## src/rtl/cmul_sched.sv

```systemverilog
`default_nettype none
// ============================================================================
// Module   : cmul_sched
// Purpose  : Round-robin scheduler sharing one two-phase complex multiplier
//            between NREQ requesters, with a credit-protected result FIFO.
// Revision : 1.0
// ============================================================================
module cmul_sched #(
    parameter int W          = 24,
    parameter int NREQ       = 4,
    parameter int FIFO_DEPTH = 4
) (
    input  logic                      clk,
    input  logic                      rst,
    input  logic [NREQ-1:0]           req_valid,
    output logic [NREQ-1:0]           req_ready,
    input  logic [NREQ*W-1:0]         req_a_r,
    input  logic [NREQ*W-1:0]         req_a_i,
    input  logic [NREQ*(W+1)-1:0]     req_b_r,
    input  logic [NREQ*(W+1)-1:0]     req_b_i,
    output logic                      mul_start,
    output logic [W-1:0]              mul_a_r,
    output logic [W-1:0]              mul_a_i,
    output logic [W:0]                mul_b_r,
    output logic [W:0]                mul_b_i,
    input  logic [W-1:0]              mul_o_r,
    input  logic [W-1:0]              mul_o_i,
    output logic                      out_valid,
    input  logic                      out_ready,
    output logic [$clog2(NREQ)-1:0]   out_id,
    output logic [W-1:0]              out_r,
    output logic [W-1:0]              out_i,
    output logic                      busy,
    output logic [15:0]               op_cnt
);

    localparam int c_idw = $clog2(NREQ);
    localparam int c_aw  = $clog2(FIFO_DEPTH);
    localparam int c_ew  = c_idw + 2 * W;

    typedef enum logic [1:0] {
        IDLE = 2'd0,
        PH_A = 2'd1,
        PH_B = 2'd2
    } state_t;

    state_t                           state_q, state_d;
    logic [c_idw-1:0]                 ptr_q, ptr_d;
    logic [W-1:0]                     a_r_q, a_r_d, a_i_q, a_i_d;
    logic [W:0]                       b_i_q, b_i_d, mul_b_q, mul_b_d;
    logic [1:0]                       inflight_q, inflight_d;
    logic [2:0]                       pv_q, pv_d;
    logic [2:0][c_idw-1:0]            pid_q, pid_d;
    logic [FIFO_DEPTH-1:0][c_ew-1:0]  mem_q, mem_d;
    logic [c_aw-1:0]                  wr_q, wr_d, rd_q, rd_d;
    logic [c_aw:0]                    cnt_q, cnt_d;
    logic [15:0]                      op_cnt_q, op_cnt_d;

    logic                             grant, credit_ok, push, pop;
    logic [c_idw-1:0]                 gnt_id;
    logic [NREQ-1:0]                  gnt_vec;
    logic [c_ew-1:0]                  head;

    assign push = pv_q[2];
    assign pop  = out_valid && out_ready;

    // Credit counts ops already in flight so a grant can never overflow the FIFO.
    always_comb begin
        grant     = 1'b0;
        gnt_id    = '0;
        gnt_vec   = '0;
        credit_ok = (32'(cnt_q) + 32'(inflight_q)) < 32'(FIFO_DEPTH);
        if ((state_q == IDLE || state_q == PH_B) && credit_ok) begin
            // Lowest valid index above ptr wins; otherwise wrap to lowest at/below ptr.
            for (int k = NREQ - 1; k >= 0; k--) begin
                if (req_valid[k] && k <= int'(ptr_q)) begin
                    grant  = 1'b1;
                    gnt_id = c_idw'(k);
                end
            end
            for (int k = NREQ - 1; k >= 0; k--) begin
                if (req_valid[k] && k > int'(ptr_q)) begin
                    grant  = 1'b1;
                    gnt_id = c_idw'(k);
                end
            end
        end
        if (grant) gnt_vec[gnt_id] = 1'b1;
    end

    always_comb begin
        state_d    = state_q;
        ptr_d      = ptr_q;
        a_r_d      = a_r_q;
        a_i_d      = a_i_q;
        b_i_d      = b_i_q;
        mul_b_d    = mul_b_q;
        inflight_d = inflight_q;
        pv_d       = {pv_q[1:0], grant};
        pid_d      = {pid_q[1:0], gnt_id};
        mem_d      = mem_q;
        wr_d       = wr_q;
        rd_d       = rd_q;
        cnt_d      = cnt_q;
        op_cnt_d   = op_cnt_q;

        unique case (state_q)
            IDLE:    if (grant) state_d = PH_A;
            PH_A:    state_d = PH_B;
            PH_B:    state_d = grant ? PH_A : IDLE;
            default: state_d = IDLE;
        endcase

        if (grant) begin
            ptr_d   = gnt_id;
            a_r_d   = req_a_r[gnt_id*W +: W];
            a_i_d   = req_a_i[gnt_id*W +: W];
            b_i_d   = req_b_i[gnt_id*(W+1) +: (W+1)];
            mul_b_d = req_b_r[gnt_id*(W+1) +: (W+1)];
        end else if (state_q == PH_A) begin
            mul_b_d = b_i_q;
        end

        case ({grant, push})
            2'b10:   inflight_d = inflight_q + 2'd1;
            2'b01:   inflight_d = inflight_q - 2'd1;
            default: inflight_d = inflight_q;
        endcase

        if (push) begin
            mem_d[wr_q] = {pid_q[2], mul_o_r, mul_o_i};
            wr_d        = wr_q + c_aw'(1);
            op_cnt_d    = op_cnt_q + 16'd1;
        end
        if (pop) rd_d = rd_q + c_aw'(1);
        if (push && !pop)      cnt_d = cnt_q + (c_aw+1)'(1);
        else if (pop && !push) cnt_d = cnt_q - (c_aw+1)'(1);
    end

    always_ff @(posedge clk or posedge rst) begin
        if (rst) begin
            state_q    <= IDLE;
            ptr_q      <= c_idw'(NREQ - 1);
            a_r_q      <= '0;
            a_i_q      <= '0;
            b_i_q      <= '0;
            mul_b_q    <= '0;
            inflight_q <= '0;
            pv_q       <= '0;
            pid_q      <= '0;
            mem_q      <= '0;
            wr_q       <= '0;
            rd_q       <= '0;
            cnt_q      <= '0;
            op_cnt_q   <= '0;
        end else begin
            state_q    <= state_d;
            ptr_q      <= ptr_d;
            a_r_q      <= a_r_d;
            a_i_q      <= a_i_d;
            b_i_q      <= b_i_d;
            mul_b_q    <= mul_b_d;
            inflight_q <= inflight_d;
            pv_q       <= pv_d;
            pid_q      <= pid_d;
            mem_q      <= mem_d;
            wr_q       <= wr_d;
            rd_q       <= rd_d;
            cnt_q      <= cnt_d;
            op_cnt_q   <= op_cnt_d;
        end
    end

    assign head      = mem_q[rd_q];
    assign req_ready = gnt_vec;
    assign mul_start = (state_q == PH_A);
    assign mul_a_r   = a_r_q;
    assign mul_a_i   = a_i_q;
    assign mul_b_r   = mul_b_q;
    assign mul_b_i   = mul_b_q;
    assign out_valid = (cnt_q != '0);
    assign {out_id, out_r, out_i} = out_valid ? head : '0;
    assign busy      = (state_q != IDLE) || (inflight_q != 2'd0);
    assign op_cnt    = op_cnt_q;

endmodule
`default_nettype wire

```

## config.mk

```make
export PLATFORM = sky130hd
export DESIGN_NAME = cmul_sched
export DESIGN_NICKNAME = d
export VERILOG_FILES = /design/src/rtl/cmul_sched.sv
export SDC_FILE = /design/constraint.sdc
export NUM_CORES = 1
export LEC_CHECK = 0
export CAP_MARGIN = 30
export CORE_AREA = 2 2 241 243
export DETAILED_ROUTE_END_ITERATION = 6
export DIE_AREA = 0 0 243 245
export SLEW_MARGIN = 20
export SYNTH_ARGS = -nofsm -noshare
export SYNTH_HDL_FRONTEND = slang
export SYNTH_SLANG_ARGS = --single-unit
```

## constraint.sdc

```tcl
create_clock -name clk -period 31.4 [get_ports clk]
set_input_delay 6.28 -clock clk [delete_from_list [all_inputs] [get_ports clk]]
set_output_delay 6.28 -clock clk [all_outputs]
set_load 0.01 [all_outputs]
```

==> results by group, run 1 <==
Synthesis
  – Simple-Gate Fraction of Synth Area: 0.104
  – Mean Syn Cell Area: 12.0 um2
  – Distinct cell type count after synthesis: 50
  – Compound-Gate Fraction of Synth Area: 0.0643
  – Yosys warns: 0
  – Post-Syn Area: 17900 um2
  – Adder-cell area share of the yosys netlist: 0.00673
  – Synthesized net count: 1938
  – Ys async rst share: 1.00
  – EDFF count, synth: 0
  – Mux contribution to synthesized area: 0.294
  – Synth Area in XOR/XNOR: 0.0118
  – Main combinational cell family by area after synthesis: multiplexers
  – Top FF cell, synth: dfrtp_1
  – Seq/Total Area, Yosys: 0.471
  – Register bit count reported by yosys: 336
  – Cells after Synth: 1482

Place
  – Placed cell area: 24400 um2
  – GP Congestion: 0.884
  – PortBufs: 617
  – Pre-CTS setup slack: 15480 ps
  – Hpwl dp: 47.9 mm

Die
  – Die width: 243 um
  – Die Ht: 245 um
  – Initial Util: 0.313
  – Row count: 88
  – Top-level I/O count: 618
  – Core box area: 57000 um2
  – Die Area: 59500 um2

Power and ir drop
  – Tot Pwr: 2.63 mW
  – P per Cell Area: 102 nW/um2
  – Sequential Power Share: 0.305
  – Peak supply drop: 0.0570 mV
  – Sw Ratio: 0.364
  – Internal power: 1.67 mW
  – Comb pwr share: 0.515
  – Clock network power share: 0.181
  – Leakage: 10.4 nW
  – Sw Pwr: 958 uW

Worst setup path
  – Worst R2R Path Depth: 7
  – Nature of the critical path startpoint: input pin
  – R2R Setup Slk: 27720 ps
  – Crit Path Max Fanout: 78
  – WP data required: 25120 ps
  – Critical R2R Launch: ptr_q[0]
  – Arrival @ worst endpoint: 9080 ps
  – WS Path Type: input pin to output port
  – CP startpoint: req_valid[3]
  – CP Capture Type: output port
  – Reg2reg end: mul_b_i[15]

Worst hold path
  – Sink of the worst hold path: pid_q[4]
  – Worst hold path type: flip-flop to flip-flop
  – Hold depth: 0
  – Hold Path Origin: pid_d[4]

Clock network
  – Root Driver: clkbuf_16
  – Clk Latency, worst-skew pair: 570 ps
  – CTS sink cnt: 336
  – Postcts setup bufs: 0
  – Total CTS buffers: 41
  – Hold-fix buffers, CTS: 0
  – Worst-case clock buffer depth: 3
  – Post-CTS Resized: 0
  – H-Tree Depth: 2
  – Clk pin slew, worst setup/hold paths: 60 ps
  – CTS tree: done

Finish
  – Final net count: 2479
  – Fillcell total: 5408
  – Share of layout cells above drive strength 1: 0.215
  – Fin util: 0.454
  – Reg area: 8420 um2
  – Area occupied by multi-input gates: 8610 um2
  – Cell area after layout: 25900 um2
  – Synth-to-Final Area Change: 45.1%

Timing
  – Worst Skew: 22.9 ps
  – Post-route worst setup slack: 16040 ps
  – Final hold violations: 0
  – Measured slew at the worst slew-check pin: 1000 ps
  – Max-slew violations: 0
  – Fin crit share: 0.489
  – Fmax: 0.0651 GHz
  – Fin Setup TNS: 0 ps
  – Relative slew margins: 0.330
  – RSZ-0062 raised after global routing: no
  – Min Tclk post-route: 15360 ps
  – Final setup violating endpoints: 0

GRT
  – Vias in the first global route: 14900
  – Global route overflow: 0
  – Largest net degree at the start of global routing: 118
  – Initial antenna violation count: 14
  – First-pass GRT wire length: 95.5 mm
  – Overall Global Routing Usage: 0.214

Route
  – WL final: 65.4 mm
  – Routed length per placed instance: 23.1 um
  – Via density: 4.99
  – Final ANT Viol Nets: 0
  – Initial drt markers: 589
  – Residual DRC count: 0
  – Total vias in the final route: 14100
  – First-pass DRT Iterations: 4

Flow run
  – Max cap viols: 0

Outcome
  – Status: finished clean
synthesized netlist by cell type, types with 19 or more instances:
cell type  instances  area (um2)
mux2_2           269        3030
buf_1             22        82.6
o221ai_1          22         193
mux4_2            50        1130
and2_1            53         332
nand3_1          119         596
nand2_1          170         638
dfrtp_1          334        8360
buf_2             40         200
nor2_1            19        71.3
mux2i_1           96         961
buf_4             30         225
clkbuf_1          37         139
o211ai_1          58         435
power by group through the flow:
stage,clock network (mW),registers (mW),logic [mW]
floorplan,0,0.763,0.861
global placement,0,0.797,1.34
detailed placement,0,0.808,1.37
CTS,0.492,0.803,1.37
global route,0.510,0.832,1.46
finish,0.475,0.802,1.35
flip-flops by register name (all words and copies together) (netlist names):
| register | flops |
|---|---|
| rd_q | 2 |
| state_q | 2 |
| pv_q | 3 |
| mul_a_r | 24 |
| op_cnt | 16 |
| pid_d | 4 |
| b_i_q | 25 |
| inflight_q | 2 |
| wr_q | 2 |
| mem_q | 200 |
| cnt_q | 3 |
| ptr_q | 2 |
| pid_q | 2 |
| mul_a_i | 24 |
| mul_b_i | 25 |
final cells by class:
type / instances / area share
Multi-Input combinational cell: 992 / 0.332
Sequential cell: 336 / 0.325
Timing Repair Buffer: 643 / 0.251
Clock buffer: 66 / 0.0475
Tap cell: 765 / 0.0370
Clock inverter: 8 / 0.00469
Inverter: 9 / 0.00169
Antenna cell: 11 / 0.00106
per-layer routing:
layer / GRT usage / wire length (um)
met5: 0 / 31
met4: 0.0863 / 2040
met3: 0.0492 / 3900
met2: 0.361 / 32600
met1: 0.264 / 26800
cell families after synthesis:
family / count (synthesis)
xor gates and xnor gates: 24
DFF: 336
AOI/OAI and AO/OA: 143
buffers and inverters: 154
adders and majority gates: 9
muxes: 424
and+or+nand+nor: 392
worst max path at each step:
| stage | end | slack, ps | cells past startpoint |
|---|---|---|---|
| after detailed placement | req_ready[1] | 15480 | 7 |
| after CTS | req_ready[1] | 15470 | 7 |
| final | req_ready[1] | 16040 | 7 |
| after global routing | req_ready[1] | 15880 | 7 |
| after floorplan | b_i_q[0] | 15810 | 1 |
| after global placement | req_ready[3] | 15400 | 6 |
critical path: stages:
cell	delay, ps
clkdlybuf4s50_1	470
or4_1	590
and3_4	310
nand2b_4	90
buf_4	680
nor2_1	80
clkdlybuf4s50_1	520
layout by cell type, fill, tap and decap left out, drive strengths merged, types with 2 or more instances in the layout:
cell type,Yosys,layout
a21boi,2,2
nor2,20,20
bufinv,0,2
nand4,4,4
o211ai,58,58
a211oi,6,6
o2bb2ai,9,9
a21oi,6,6
buf,108,26
clkinv,1,5
xor2,9,9
xnor2,15,15
diode,0,11
o221ai,22,22
o21ai,10,10
o31ai,3,3
mux4,50,50
a22oi,6,6
ha,8,8
a2bb2oi,3,3
or4,2,2
dfstp,2,2
and3,9,9
a221oi,9,9
clkdlybuf4s50,0,617
mux2,278,278
nand3,119,119
nand2,170,170
clkbuf,37,66
nor2b,7,7
a31oi,6,6
nand2b,3,3
and2,53,53
inv,8,9
mux2i,96,96
dfrtp,334,334
through the flow:
stage,hold WS [ps],std cells
final,345,2830
after global routing,348,2828
after CTS,339,2815
after detailed placement,336,2741
after global placement,331,2738
after floorplan,331,1482
No activity file was read; power rests on OpenSTA's default activity.
==> run 2, diff against run 1 <==
--- a/config.mk
+++ b/config.mk
@@ -6,9 +6,9 @@
 export NUM_CORES = 1
 export LEC_CHECK = 0
 export CAP_MARGIN = 30
-export CORE_AREA = 2 2 241 243
+export CORE_AREA = 2 2 243 245
 export DETAILED_ROUTE_END_ITERATION = 6
-export DIE_AREA = 0 0 243 245
+export DIE_AREA = 0 0 245 247
 export SLEW_MARGIN = 20
 export SYNTH_ARGS = -nofsm -noshare
 export SYNTH_HDL_FRONTEND = slang
==> constraint.sdc (replaced) <==
create_clock -name clk -period 12.66 [get_ports clk]
set_input_delay 2.532 -clock clk [delete_from_list [all_inputs] [get_ports clk]]
set_output_delay 2.532 -clock clk [all_outputs]
set_load 0.01 [all_outputs]
==> results by group, run 2 (same netlist as run 1, synthesis figures left out) <==
Outcome
  – Status: finished clean (unchanged)

Place
  – Hpwl dp: 48.2 mm (was 47.9 mm)
  – GP Congestion: 0.900 (was 0.884)
  – PortBufs: 617 (unchanged)

Worst setup path
  – Slowest cell on crit path: and3_4 (was buf_4)
  – WP data required: 10130 ps (was 25120 ps)
  – Buffers & Inverters on Critical Path: 3 (unchanged)
  – Crit Path Max Fanout: 136 (was 78)
  – Arrival @ worst endpoint: 5470 ps (was 9080 ps)
  – Reg2reg end: b_i_q[10] (was mul_b_i[15])
  – R2R Setup Slk: 9300 ps (was 27720 ps)
  – Delay-heaviest family, CP: buffers and inverters (unchanged)
  – Cell Chain, Critical Path: clkdlybuf4s50_1, and2b_1, o21ai_1, and3_4, buf_12, nor2_1, clkdlybuf4s50_1 (was clkdlybuf4s50_1, or4_1, and3_4, nand2b_4, buf_4, nor2_1, clkdlybuf4s50_1)
  – Critical R2R Launch: ptr_q[0] (unchanged)
  – Most frequent CP cell: clkdlybuf4s50_1 (unchanged)
  – WS Path Type: input pin to output port (unchanged)
  – Worst R2R Path Depth: 6 (was 7)
  – CP Capture Type: output port (unchanged)
  – Nature of the critical path startpoint: input pin (unchanged)
  – Crit-path max cell delay: 660 ps (was 680 ps)

Die
  – Top-level I/O count: 618 (unchanged)
  – Initial Util: 0.307 (was 0.313)
  – Core box area: 58200 um2 (was 57000 um2)
  – Die Ht: 247 um (was 245 um)
  – Row count: 89 (was 88)
  – Die Area: 60500 um2 (was 59500 um2)
  – Die width: 245 um (was 243 um)

Timing
  – Min Tclk post-route: 8010 ps
  – RSZ-0062 raised after global routing: no (unchanged)
  – Relative slew margins: 0.268 (was 0.330)
  – Fin Setup TNS: 0 ps (unchanged)
  – Final hold violations: 0 (unchanged)
  – Max-slew violations: 0 (unchanged)
  – Worst Skew: 12.8 ps (was 22.9 ps)
  – Fin crit share: 0.632
  – Final setup violating endpoints: 0 (unchanged)
  – WHS: 347 ps (was 345 ps)
  – Fmax: 0.125 GHz
  – Measured slew at the worst slew-check pin: 1100 ps (was 1000 ps)

GRT
  – Largest net degree at the start of global routing: 137 (was 118)
  – Vias in the first global route: 14800 (was 14900)
  – Initial antenna violation count: 17 (was 14)
  – Overall Global Routing Usage: 0.212 (was 0.214)
  – Global route overflow: 0 (unchanged)
  – First-pass GRT wire length: 96.1 mm (was 95.5 mm)

Finish
  – Most frequent cells in the layout: clkdlybuf4s50_1, dfrtp_1, mux2_2, nand2_1, nand3_1 (unchanged)
  – Final net count: 2476 (was 2479)
  – Largest Register: mem_q (unchanged)
  – Fin util: 0.446 (was 0.454)
  – Leading cell type in the layout, fill and taps excluded: clkdlybuf4s50_1 (unchanged)
  – Max reg flops: 200 (unchanged)
  – Synth-to-Final Area Change: 45.4% (was 45.1%)
  – Share of layout cells above drive strength 1: 0.218 (was 0.215)

Power and ir drop
  – Peak supply drop: 0.131 mV (was 0.0570 mV)
  – Sw Ratio: 0.363 (was 0.364)
  – Leakage: 10.5 nW (was 10.4 nW)
  – Comb pwr share: 0.512 (was 0.515)
  – Clock network power share: 0.187 (was 0.181)
  – Sequential Power Share: 0.301 (was 0.305)
  – P per Cell Area: 254 nW/um2 (was 102 nW/um2)
  – Sw Pwr: 2.39 mW (was 958 uW)
  – Internal power: 4.20 mW (was 1.67 mW)
  – Tot Pwr: 6.59 mW (was 2.63 mW)

Clock network
  – H-Tree Depth: 2 (unchanged)
  – Clk Latency, worst-skew pair: 560 ps (was 570 ps)
  – Root Driver: clkbuf_16 (unchanged)
  – Total CTS buffers: 41 (unchanged)
  – Hold-fix buffers, CTS: 0 (unchanged)
  – CTS tree: done (unchanged)
  – CTS sink cnt: 336 (unchanged)
  – Clk pin slew, worst setup/hold paths: 60 ps (about the same)
  – Post-CTS Resized: 0 (unchanged)
  – Worst-case clock buffer depth: 3 (unchanged)
  – Postcts setup bufs: 0 (unchanged)

Route
  – Routed length per placed instance: 23.1 um (about the same)
  – Via density: 4.99 (about the same)
  – Total vias in the final route: 14100 (about the same)
  – First-pass DRT Iterations: 4 (unchanged)
  – Final ANT Viol Nets: 0 (unchanged)
  – Residual DRC count: 0 (unchanged)
  – Initial drt markers: 592 (was 589)
  – WL final: 65.6 mm (was 65.4 mm)

Flow run
  – Max cap viols: 0 (unchanged)

Worst hold path
  – Hold Path Origin: pid_d[3] (was pid_d[4])
  – Worst hold path type: flip-flop to flip-flop (unchanged)
  – Sink of the worst hold path: pid_d[5] (was pid_q[4])
  – Hold depth: 0 (unchanged)
-- run 2: worst register-to-register path: cells and delay by family (launching register included) --
family	cells	cell delay, ps
DFF	1	570
muxes	1	920
and+or+nand+nor	2	880
buffers and inverters	1	550
AOI/OAI and AO/OA	2	310
-- run 2: per-stage QoR --
stage | cell area (um2) | std cells | setup slack [ps]
final | 26000 | 2833 | 4650
after global routing | 25900 | 2831 | 4480
after detailed placement | 24400 | 2746 | 4330
after global placement | 24300 | 2742 | 4370
after CTS | 25800 | 2819 | 4300
after floorplan | 17900 | 1482 | 821
-- run 2: metal layers --
metal	vias to the layer above	share of wire	track usage
met5	-	0.0010	0
met4	10	0.027	0.0802
met3	90	0.061	0.0518
met2	442	0.50	0.357
met1	7123	0.41	0.263
li1	6465	-	-
-- run 2: layout make-up --
type / count / area [um2]
Timing Repair Buffer: 640 / 6480
Clock inverter: 16 / 221
Fill cell: 5562 / 32300
Inverter: 9 / 43.8
Multi-Input combinational cell: 992 / 8610
Tap cell: 773 / 967
Sequential cell: 336 / 8420
Clock buffer: 57 / 1200
Antenna cell: 10 / 25.0
-- run 2: power by group through the flow --
stage / sequential (mW) / combinational, mW / clock, mW
after floorplan: 1.89 / 2.14 / 0
after global placement: 1.97 / 3.33 / 0
after detailed placement: 2.00 / 3.40 / 0
after CTS: 1.99 / 3.41 / 1.28
after global routing: 2.06 / 3.65 / 1.32
final: 1.98 / 3.37 / 1.23
-- run 2: how the worst max path moves through the flow --
stage | from | cells past startpoint | end
finish | req_valid[3] | 7 | req_ready[1]
global placement | req_valid[3] | 6 | req_ready[3]
detailed placement | req_valid[3] | 6 | req_ready[2]
floorplan | rst | 1 | b_i_q[0]
CTS | req_valid[3] | 6 | req_ready[2]
global route | req_valid[3] | 7 | req_ready[1]
